<file path="src/rtl/note_sequencer.sv">
// Melody player: walks a writable note table and drives the tone divider
// and LCD text for each entry, holding every note for its tick count.
module note_sequencer #(
    parameter int DEPTH     = 16,
    parameter int GAP_TICKS = 1
) (
    input  logic                     clock_in,
    input  logic                     reset,
    input  logic                     tick,
    input  logic                     start,
    input  logic                     stop,
    input  logic                     loop_en,
    input  logic                     wr_en,
    input  logic [$clog2(DEPTH)-1:0] wr_addr,
    input  logic [7:0]               wr_data,
    output logic                     busy,
    output logic                     done,
    output logic                     tone_en,
    output logic [31:0]              div,
    output logic [31:0]              lcd_ch,
    output logic [$clog2(DEPTH)-1:0] note_idx
);
    localparam int              AW       = $clog2(DEPTH);
    localparam logic [AW-1:0]   LAST_IDX = AW'(DEPTH - 1);
    localparam logic [7:0]      GAP_INIT = 8'(GAP_TICKS);

    typedef enum logic [2:0] {
        S_IDLE, S_FETCH, S_PLAY, S_GAP, S_ADV, S_END
    } state_t;

    state_t          state_q, state_d;
    logic [AW-1:0]   idx_q, idx_d;
    logic [3:0]      cnt_q, cnt_d;
    logic [7:0]      gcnt_q, gcnt_d;
    logic [7:0]      note_tab_q [DEPTH];
    logic [7:0]      cur_entry;
    logic [31:0]     div_q, div_d, lcd_q, lcd_d;
    logic            tone_q, tone_d, busy_q, busy_d, done_q, done_d;

    function automatic logic [31:0] note_div(input logic [2:0] code);
        case (code)
            3'd0:    return 32'd95602;
            3'd1:    return 32'd85179;
            3'd2:    return 32'd75873;
            3'd3:    return 32'd71633;
            3'd4:    return 32'd63857;
            3'd5:    return 32'd56818;
            3'd6:    return 32'd50659;
            default: return 32'd47801;
        endcase
    endfunction

    function automatic logic [31:0] note_lcd(input logic [2:0] code);
        case (code)
            3'd0:    return 32'h446F2020;
            3'd1:    return 32'h52652020;
            3'd2:    return 32'h4D692020;
            3'd3:    return 32'h46612020;
            3'd4:    return 32'h536F2020;
            3'd5:    return 32'h4C612020;
            3'd6:    return 32'h53692020;
            default: return 32'h446F3220;
        endcase
    endfunction

    assign cur_entry = note_tab_q[idx_q];

    always_ff @(posedge clock_in or posedge reset) begin
        if (reset) begin
            state_q <= S_IDLE;
            idx_q   <= '0;
            cnt_q   <= '0;
            gcnt_q  <= '0;
            div_q   <= 32'd1;
            lcd_q   <= '0;
            tone_q  <= 1'b0;
            busy_q  <= 1'b0;
            done_q  <= 1'b0;
            for (int i = 0; i < DEPTH; i++) begin
                note_tab_q[i] <= '0;
            end
        end else begin
            state_q <= state_d;
            idx_q   <= idx_d;
            cnt_q   <= cnt_d;
            gcnt_q  <= gcnt_d;
            div_q   <= div_d;
            lcd_q   <= lcd_d;
            tone_q  <= tone_d;
            busy_q  <= busy_d;
            done_q  <= done_d;
            // The table is only writable while idle so a playing melody never changes under us.
            if (wr_en && state_q == S_IDLE) begin
                note_tab_q[wr_addr] <= wr_data;
            end
        end
    end

    always_comb begin
        state_d = state_q;
        idx_d   = idx_q;
        cnt_d   = cnt_q;
        gcnt_d  = gcnt_q;
        if (stop && state_q != S_IDLE) begin
            state_d = S_IDLE;
            idx_d   = '0;
            cnt_d   = '0;
            gcnt_d  = '0;
        end else begin
            case (state_q)
                S_IDLE: if (start && !stop) begin
                    state_d = S_FETCH;
                    idx_d   = '0;
                end
                S_FETCH: begin
                    if (cur_entry[3:0] == 4'd0) begin
                        state_d = S_END;
                    end else begin
                        state_d = S_PLAY;
                        cnt_d   = cur_entry[3:0];
                    end
                end
                S_PLAY: if (tick) begin
                    if (cnt_q == 4'd1) begin
                        cnt_d = '0;
                        if (GAP_TICKS > 0) begin
                            state_d = S_GAP;
                            gcnt_d  = GAP_INIT;
                        end else begin
                            state_d = S_ADV;
                        end
                    end else begin
                        cnt_d = cnt_q - 4'd1;
                    end
                end
                S_GAP: if (tick) begin
                    if (gcnt_q == 8'd1) begin
                        state_d = S_ADV;
                        gcnt_d  = '0;
                    end else begin
                        gcnt_d = gcnt_q - 8'd1;
                    end
                end
                S_ADV: begin
                    if (idx_q == LAST_IDX) begin
                        state_d = S_END;
                    end else begin
                        state_d = S_FETCH;
                        idx_d   = idx_q + AW'(1);
                    end
                end
                S_END: begin
                    idx_d   = '0;
                    state_d = loop_en ? S_FETCH : S_IDLE;
                end
                default: state_d = S_IDLE;
            endcase
        end
    end

    always_comb begin
        div_d  = div_q;
        lcd_d  = lcd_q;
        tone_d = tone_q;
        busy_d = (state_d != S_IDLE);
        done_d = (state_q == S_END) && !loop_en && !stop;
        // Outputs hold through ADV/FETCH so back-to-back notes without a gap do not click.
        if (state_d == S_IDLE || state_d == S_GAP || state_d == S_END) begin
            div_d  = 32'd1;
            lcd_d  = '0;
            tone_d = 1'b0;
        end else if (state_q == S_FETCH && state_d == S_PLAY) begin
            if (cur_entry[7]) begin
                div_d  = 32'd1;
                lcd_d  = '0;
                tone_d = 1'b0;
            end else begin
                div_d  = note_div(cur_entry[6:4]);
                lcd_d  = note_lcd(cur_entry[6:4]);
                tone_d = 1'b1;
            end
        end
    end

    assign busy     = busy_q;
    assign done     = done_q;
    assign tone_en  = tone_q;
    assign div      = div_q;
    assign lcd_ch   = lcd_q;
    assign note_idx = idx_q;
endmodule

</file>
<file path="config.mk">
export PLATFORM = sky130hd
export DESIGN_NAME = note_sequencer
export DESIGN_NICKNAME = d
export VERILOG_FILES = /design/src/rtl/note_sequencer.sv
export SDC_FILE = /design/constraint.sdc
export NUM_CORES = 1
export LEC_CHECK = 0
export BUFFER_PORTS_ARGS = -buffer_cell sky130_fd_sc_hd__buf_2
export CAP_MARGIN = 10
export CELL_PAD_IN_SITES_DETAIL_PLACEMENT = 1
export CELL_PAD_IN_SITES_GLOBAL_PLACEMENT = 1
export CORE_MARGIN = 4
export CORE_UTILIZATION = 48
export CTS_CLUSTER_DIAMETER = 100
export DETAILED_ROUTE_END_ITERATION = 7
export PLACE_DENSITY_LB_ADDON = 0.1
export SYNTH_ARGS = -nofsm -noshare
export SYNTH_HDL_FRONTEND = slang
export SYNTH_SLANG_ARGS = --single-unit
</file>
<file path="constraint.sdc">
create_clock -name clock_in -period 6.7 [get_ports clock_in]
set_clock_uncertainty 0.2 [all_clocks]
set_input_delay 1.005 -clock clock_in [delete_from_list [all_inputs] [get_ports clock_in]]
set_output_delay 1.005 -clock clock_in [all_outputs]
set_load 0.005 [all_outputs]
</file>
==> results.py <==
metrics = {
    "run_status": {
        "status": "complete, no violations",
    },
    "timing": {
        "tightestPinTransition_ns": 1.143,
        "period_share_pct": 52.18,
        "timing.fmax_mhz": 286.0,
        "setup_viol": 0,
        "max_slew_margin_pct": 23.44,
        "rsz0062_at_grt": "false",
        "min_period_ns": 3.496,
        "holdWs_ns": 0.3021,
        "maxSlewViolCount": 0,
        "finalSetupTns_ns": 0,
        "hold_violations": 0,
        "setup_slack_ns": 3.204,
    },
    "critical_path": {
        "cpMostUsedCell": "buf_4",
        "r2r-end": "div[3]",
        "rrSetupSlack_ns": 3.20,
        "worstRegToRegCells": 9,
        "startpoint_type": "register",
        "path_cells": "buf_4 -> mux2i_1 -> a221oi_1 -> o21ai_0 -> o211ai_1 -> o21ai_2 -> buf_4 -> or4_1 -> a21oi_1",
        "cp.arrival_ns": 3.65,
        "worstPathRequired_ns": 6.85,
        "slowest_stage": "buf_4",
        "slowest_delay_ns": 0.60,
        "criticalPathCategory": "register to register",
        "critPathTopFamily": "compound AO/OA/AOI/OAI gates",
        "crit_fanout": 48,
        "path_buf_inv": 2,
        "r2r_start": "note_idx[0]",
        "critPathCaptureType": "register",
    },
    "route": {
        "drtIter0Drc": 211,
        "drc_errors": 0,
        "wl_met1_um": 9572,
        "via_per_inst": 5.736,
        "first_pass_iters": 4,
        "wl_met2_um": 10060,
        "wl_met3_um": 791,
        "wl_um": 20600,
        "post_drt_wl_per_cell_um": 20.81,
        "num_vias": 5679,
        "ant_nets": 0,
        "top_layer": "met4",
    },
    "floorplanning": {
        "dieArea_um2": 20670,
        "rows": 49,
        "fp.dieW_um": 143.8,
        "die_h_um": 143.8,
        "initial_core_util_pct": 49.08,
        "io_pins": 90,
        "design.core.area_um2": 18020,
    },
    "worst_hold_path": {
        "min_from": "note_tab_q[49]",
        "hold_path.class": "register to register",
        "hold_end": "note_tab_q[49]",
        "whs_path_depth": 1,
    },
    "finish": {
        "fin_nets": 772,
        "syn_to_final_growth_pct": 9.164,
        "fin_area_um2": 9658,
        "drive_above_1_share_pct": 32.46,
        "diodes": 0,
        "post-route-util_pct": 53.58,
        "fillers": 1872,
    },
    "yosys": {
        "yosysWarningCount": 0,
        "synthMostInstantiatedCell": "dfrtp_1",
        "synth_common_cells": "dfrtp_1 (174), mux2_2 (129), nand2_1 (66), buf_4 (43), a21oi_1 (31)",
        "synth.distinct_cells": 64,
        "synth-main-ff-cell": "dfrtp_1",
        "synth_top_area_cell": "dfrtp_1",
        "synth-edff-count": 0,
        "synth_seq_cells": 175,
        "ys_seq_area_share_pct": 49.51,
        "syn_inst": 717,
        "synthArstFlopShare_pct": 100.0,
        "syn_area_per_cell_um2": 12.34,
        "synth_top_area_share_pct": 49.22,
        "synthesis.area_um2": 8847,
        "yosys-top-cells-area": "dfrtp_1 (49%), mux2_2 (16%), mux4_1 (4.2%)",
    },
    "place": {
        "pre_cts_slack_ns": 3.216,
        "routabilityCongestion": 0.7766,
        "port_buffers": 57,
        "dpl.hpwl_um": 13970,
        "dpl_cell_area_um2": 9042,
    },
    "clocking": {
        "insertion_delay_ns": 0.43,
        "htree_levels": 4,
        "cts_hold_buf": 0,
        "postCtsSetupBuffers": 0,
        "cts_resized": 0,
        "clock_path_buffers": 2,
        "path_clk_slew_ns": 0.07,
        "cts_buffers": 17,
        "cts_sinks": 175,
        "cts_tree": "done",
        "cts_root_buf": "clkbuf_16",
    },
    "power_and_ir_drop": {
        "p_leak_nw": 4.329,
        "power_density_nw_per_um2": 400.8,
        "ir_worst_vdd_mv": 0.1997,
    },
    "global_routing": {
        "antenna_found_initial": 1,
        "grt_max_degree": 104,
        "grt_usage_pct": 20.69,
        "grt_overflow": 0,
        "grt_pass1_wl_um": 33190,
        "grt_pass1_vias": 5999,
    },
    "run": {
        "cap_violations": 0,
    },
}
==> layout by cell type, fill, tap and decap left out, types with 10 or more instances in the layout <==
cell type,count
dfrtp_1,173
mux2_2,129
nand2_1,66
buf_2,57
conb_1,32
a21oi_1,31
nor2_1,27
mux2i_1,18
clkbuf_16,17
or3_1,15
mux4_1,14
o21ai_0,12
nor2b_1,11
mux4_2,10
==> worst max-delay path by stage <==
stage	start	endpoint	slack (ns)	depth (start not counted)
2_1_floorplan	reset	busy	0.75	1
3_3_place_gp	note_idx[0]	lcd_ch[28]	3.23	8
3_5_place_dp	note_idx[0]	div[12]	3.22	9
4_1_cts	note_idx[0]	div[3]	3.21	9
5_1_grt	note_idx[0]	div[11]	2.94	9
6_report	note_idx[0]	div[3]	3.20	9
==> per-layer routing <==
| metal | GRT usage (%) | vias to the layer above |
|---|---|---|
| li1 | - | 2595 |
| met1 | 28.87 | 2961 |
| met4 | 4.361 | 0 |
| met2 | 34.43 | 108 |
| met5 | 0 | - |
| met3 | 3.428 | 15 |
==> per-stage QoR <==
stage | std cells | total power, mW
after floorplan | 748 | 2.568
after global placement | 958 | 2.768
after detailed placement | 958 | 2.862
after CTS | 990 | 3.913
after global routing | 990 | 4.116
final | 990 | 3.871
==> layout make-up <==
type | instances | area (um2) | area share, %
clock buffers | 18 | 439.2 | 4.547
clock inverters | 14 | 176.4 | 1.827
inverters | 9 | 38.79 | 0.4016
multi-input cells | 481 | 3998 | 41.39
flip-flops and latches | 175 | 4382 | 45.37
well taps | 229 | 286.5 | 2.967
repair buffers | 64 | 337.8 | 3.498
==> registers in the layout, summed over array words and instances (netlist names) <==
signal,count
gcnt_q,8
note_idx,4
lcd_ch,10
state_q,3
note_tab_q,128
busy,1
cnt_q,4
done,1
div,16
==> where the power goes <==
group	internal, mW	switching [mW]	total [mW]
combinational	0.591	0.561	1.15
clock	0.603	0.433	1.04
sequential	1.45	0.232	1.68
==> cell families after synthesis <==
kind of cell | synth area share, %
compound gates | 6.364
xor+xnor | 1.287
fa+ha+maj | 0.7071
buf+inv | 6.661
flops | 49.51
mux | 25.44
other cells | 0.04239
simple gates | 9.985
No activity file was read; power rests on OpenSTA's default activity.
